$ cat config.mk
export PLATFORM = sky130hd
export DESIGN_NAME = countdown_timer_16bits
export DESIGN_NICKNAME = d
export VERILOG_FILES = /design/src/rtl/countdown_timer_16bits.sv
export SDC_FILE = /design/constraint.sdc
export NUM_CORES = 1
export LEC_CHECK = 0
export ABC_AREA = 1
export BUFFER_PORTS_ARGS = -buffer_cell sky130_fd_sc_hd__buf_2
export CAP_MARGIN = 20
export CORE_MARGIN = 2
export CORE_UTILIZATION = 55
export CTS_BUF_LIST = sky130_fd_sc_hd__clkbuf_16
export CTS_CLUSTER_DIAMETER = 60
export DETAILED_ROUTE_END_ITERATION = 10
export PLACE_DENSITY = 0.79
export SETUP_SLACK_MARGIN = 0.02
export SLEW_MARGIN = 5
export SYNTH_ARGS = -nofsm -noshare
export SYNTH_HDL_FRONTEND = slang
export SYNTH_SLANG_ARGS = --single-unit
$ cat constraint.sdc
create_clock -name Clk -period 3.58 [get_ports Clk]
set_clock_uncertainty 0.2 [all_clocks]
set_input_delay 0.537 -clock Clk [delete_from_list [all_inputs] [get_ports Clk]]
set_output_delay 0.537 -clock Clk [all_outputs]
set_load 0.01 [all_outputs]
$ cat src/rtl/countdown_timer_16bits.sv
// Loadable down-counter with prescaled decrement, one-cycle Expired pulse,
// held Ring level and optional auto-reload on expiry.
module countdown_timer_16bits #(
   parameter int unsigned WIDTH    = 16,
   parameter int unsigned PRESCALE = 1
) (
   input  logic             Clk,
   input  logic             Clr,
   input  logic             Load,
   input  logic [WIDTH-1:0] LOAD_VALUE,
   input  logic             Start,
   input  logic             Pause,
   input  logic             Ack,
   input  logic             AutoReload,
   output logic [WIDTH-1:0] COUNT,
   output logic             Busy,
   output logic             Expired,
   output logic             Ring
);

   localparam int unsigned PW = (PRESCALE > 1) ? $clog2(PRESCALE) : 1;
   localparam logic [PW-1:0]    PS_MAX = PW'(PRESCALE - 1);
   localparam logic [WIDTH-1:0] ONE    = WIDTH'(1);

   localparam logic [1:0] S_IDLE    = 2'd0;
   localparam logic [1:0] S_RUN     = 2'd1;
   localparam logic [1:0] S_PAUSE   = 2'd2;
   localparam logic [1:0] S_EXPIRED = 2'd3;

   logic [1:0]       state, state_n;
   logic [WIDTH-1:0] count_n;
   logic [WIDTH-1:0] reload, reload_n;
   logic [PW-1:0]    pre, pre_n;
   logic             expired_n;
   logic             ring_n;

   always_comb begin
      state_n   = state;
      count_n   = COUNT;
      reload_n  = reload;
      pre_n     = pre;
      expired_n = 1'b0;
      ring_n    = Ring;

      if (Load) begin
         count_n  = LOAD_VALUE;
         reload_n = LOAD_VALUE;
         pre_n    = '0;
         ring_n   = 1'b0;
         state_n  = S_IDLE;
      end else begin
         case (state)
            S_IDLE: begin
               if (Ack) begin
                  ring_n = 1'b0;
               end else if (Start && !Pause && (COUNT != '0)) begin
                  state_n = S_RUN;
                  pre_n   = '0;
               end
            end
            S_RUN: begin
               // Ack only clears Ring; counting continues, and an expiry on
               // the same edge re-sets Ring below.
               if (Ack) begin
                  ring_n = 1'b0;
               end
               if (!Ack && Pause) begin
                  state_n = S_PAUSE;
               end else if (pre != PS_MAX) begin
                  pre_n = pre + PW'(1);
               end else begin
                  pre_n = '0;
                  if (COUNT > ONE) begin
                     count_n = COUNT - ONE;
                  end else if (COUNT == ONE) begin
                     expired_n = 1'b1;
                     ring_n    = 1'b1;
                     if (AutoReload && (reload != '0)) begin
                        count_n = reload;
                     end else begin
                        count_n = '0;
                        state_n = S_EXPIRED;
                     end
                  end
               end
            end
            S_PAUSE: begin
               if (Ack) begin
                  ring_n = 1'b0;
               end else if (!Pause && Start) begin
                  state_n = S_RUN;
               end
            end
            default: begin
               if (Ack) begin
                  ring_n  = 1'b0;
                  state_n = S_IDLE;
               end
            end
         endcase
      end
   end

   always_ff @(posedge Clk) begin
      if (Clr) begin
         state   <= S_IDLE;
         COUNT   <= '0;
         reload  <= '0;
         pre     <= '0;
         Busy    <= 1'b0;
         Expired <= 1'b0;
         Ring    <= 1'b0;
      end else begin
         state   <= state_n;
         COUNT   <= count_n;
         reload  <= reload_n;
         pre     <= pre_n;
         Busy    <= (state_n == S_RUN);
         Expired <= expired_n;
         Ring    <= ring_n;
      end
   end

endmodule

==> impl_metrics.json <==
{
  "setup_viol": 0,
  "grt_pass1_vias": 2247,
  "post_cts_buffers": 0,
  "timing.hold.ws_ns": 0.284,
  "critical_path.cell_chain": "inv_1 -> ha_1 -> nand2_4 -> nor2_8 -> nand2_4 -> o21bai_4 -> a21boi_1 -> a21oi_2",
  "cap_viol_max_count": 0,
  "grt_first_pass_wirelength_um": 10400,
  "arrival_ns": 2.39,
  "async_flop_share_pct": 0,
  "cp.required_ns": 3.60,
  "fmax_ghz": 0.423,
  "p_leak_nw": 1.38,
  "worstHoldStart": "reload[3]$_SDFFE_PP0P_",
  "status": "complete, no violations",
  "synth_enable_flop_cells": 0,
  "areaGrowthSynthToFinish_pct": 15.9,
  "start_kind": "flip-flop",
  "timing.final.crit_period_ns": 2.36,
  "die-area_um2": 4940,
  "powerDensity_nw_per_um2": 477,
  "hold_buffers": 0,
  "drt_iter0_drc": 246,
  "relSlewSlack_pct": 52.7,
  "ys_seq_area_share_pct": 30.6,
  "slew_violations": 0,
  "critPathSlowestCell": "o21bai_4",
  "cts_max_level": 2,
  "grt_antenna_before_repair": 0,
  "finalHoldViolations": 0,
  "wirelength_um": 6020,
  "ioPinCount": 42,
  "m1WireLength_um": 2800,
  "ir_drop_v": 0.000304,
  "cts_tree": "yes",
  "dp_hpwl_um": 4460,
  "endpoint_kind": "flip-flop",
  "critPathMaxFanout": 32,
  "grt_max_degree": 33,
  "critPathLaunch": "COUNT[0]$_SDFFE_PP0P_",
  "grt_use_total_pct": 26.0,
  "drc_errors": 0,
  "gp_congestion": 0.884,
  "synth.distinct_cells": 29,
  "insertedDiodeCount": 0,
  "routed-wl-met3_um": 436,
  "slowest_delay_ns": 0.57,
  "synth_flop_cell": "dfxtp_1",
  "syn-num-nets": 396,
  "tns_ns": 0,
  "io_buffers": 41,
  "clk_latency_ns": 0.28,
  "hp-class": "flip-flop to flip-flop",
  "die_x_um": 70.3,
  "synth-seq-cells": 37,
  "routedWlPerCell_um": 13.2,
  "clkSinkCount": 37,
  "cts_root_buf": "clkbuf_16",
  "die_y_um": 70.3,
  "reg2reg_depth": 8,
  "hold_path_end": "reload[3]$_SDFFE_PP0P_",
  "initial_core_util_pct": 56.3,
  "fp-row-count": 24,
  "path_clk_slew_ns": 0.06,
  "met2WireLength_um": 2720,
  "cpMostUsedCell": "nand2_4",
  "via_per_inst": 5.43,
  "rsz0062_at_grt": "no",
  "synth_cells": 370,
  "cts_buffer_depth": 2,
  "r2r-start": "COUNT[0]$_SDFFE_PP0P_",
  "holdPathStages": 2,
  "final_util_pct": 65.3,
  "fin_crit_sh_pct": 66.0,
  "top_layer": "met4",
  "vias": 2475,
  "reg2reg_slack_ns": 1.22,
  "avgSynthCellArea_um2": 6.54,
  "yosysWarningCount": 0,
  "nets": 429,
  "grt-ovfl-total": 0,
  "dr.pass1.iters": 4,
  "layout-drive-gt1-share_pct": 19.6,
  "criticalPathCategory": "flip-flop to flip-flop",
  "syn-cell-area_um2": 2420,
  "cts_made_buffers": 5,
  "worstMarginPinSlew_ns": 0.707,
  "design.core.area_um2": 4290,
  "ant_nets": 0,
  "timing.rr.end": "COUNT[1]$_SDFFE_PP0P_",
  "cts_resized": 0
}
## per-layer routing
| layer | up-vias | global-route usage, % |
|---|---|---|
| li1 | 1266 | - |
| met1 | 1105 | 36.3 |
| met2 | 95 | 40.1 |
| met3 | 9 | 5.19 |
| met4 | 0 | 8.55 |
| met5 | - | 0 |
## synthesized netlist by cell type, types with 4 or more instances
cell type    n  area [um2]
a21boi_1    15         113
a21oi_1     18        90.1
a21oi_2     11        96.3
buf_2        4        20.0
clkbuf_1     7        26.3
dfxtp_1     37         741
inv_1       25        93.8
nand2_1    124         465
nand3_1     46         230
nand3b_1     4        30.0
nand4_1      8        50.1
nor2_1      28         105
o21ai_0      8        40.0
xor2_1       7        61.3
## sequential cells by signal, indices dropped and copies added, names as in the netlist
| signal | cells |
|---|---|
| Busy | 1 |
| COUNT | 16 |
| Expired | 1 |
| Ring | 1 |
| reload | 16 |
| state | 2 |
## worst max path at each step
stage,slack (ns),to
finish,1.22,COUNT[1]$_SDFFE_PP0P_
global route,1.02,COUNT[8]$_SDFFE_PP0P_
CTS,1.23,COUNT[1]$_SDFFE_PP0P_
floorplan,1.72,COUNT[0]$_SDFFE_PP0P_
detailed placement,1.27,COUNT[1]$_SDFFE_PP0P_
global placement,1.30,COUNT[1]$_SDFFE_PP0P_
## per-stage QoR
| step | std cells | worst slack (ns) | power, mW | cell area (um2) |
|---|---|---|---|---|
| 6_report | 456 | 1.22 | 1.34 | 2800 |
| 5_1_grt | 456 | 1.02 | 1.40 | 2800 |
| 3_5_place_dp | 448 | 1.27 | 0.765 | 2610 |
| 3_3_place_gp | 448 | 1.30 | 0.760 | 2610 |
| 4_1_cts | 456 | 1.23 | 1.34 | 2800 |
| 2_1_floorplan | 370 | 1.72 | 0.693 | 2420 |
## cell type report
class                   instances  area [um2]
clock buffers                   5         125
clock inverters                 3        65.1
fillers                       396        1490
inverters                      27         101
multi-input cells             289        1490
flip-flops and latches         37         741
well taps                      52        65.1
repair buffers                 43         220
## placed cells by master (no fill, tap or decap)
cell       count
or2_2          1
o211ai_2       1
clkbuf_16      5
xor2_1         7
nand3b_1       4
a21oi_2       11
buf_4          2
a21boi_1      15
o21ai_0        8
inv_2          1
nor2_4         3
nand3_1       46
nand2_2        3
ha_1           3
dfxtp_1       37
nand2_4        2
bufinv_16      2
nand4_1        8
a31o_2         1
nor2_8         1
inv_1         25
nor4_1         1
nand2_1      124
nor2_2         3
a21oi_1       18
nor2_1        28
clkinv_1       1
clkinv_2       1
o21bai_4       1
buf_2         41
## critical path: cells and delay by family, from the launching register on
family                   cells  cell delay (ns)
adder cells (fa/ha/maj)      1             0.29
flip-flops                   1             0.34
buffers and inverters        1             0.16
AO/OA/AOI/OAI                3             0.94
AND/OR/NAND/NOR              3             0.37
## report_power, final
| group | total (mW) | switching, mW | internal, mW |
|---|---|---|---|
| registers | 0.469 | 0.0301 | 0.439 |
| logic | 0.291 | 0.184 | 0.108 |
| clock network | 0.576 | 0.178 | 0.398 |
| total | 1.34 | 0.392 | 0.944 |
## logic make-up after synthesis
group	synth area share, %
compound gates	15.7
xor+xnor	2.53
fa+ha+maj	1.55
buf+inv	7.97
flops	30.6
simple gates	41.6
Power figures use the tool's default switching activity.
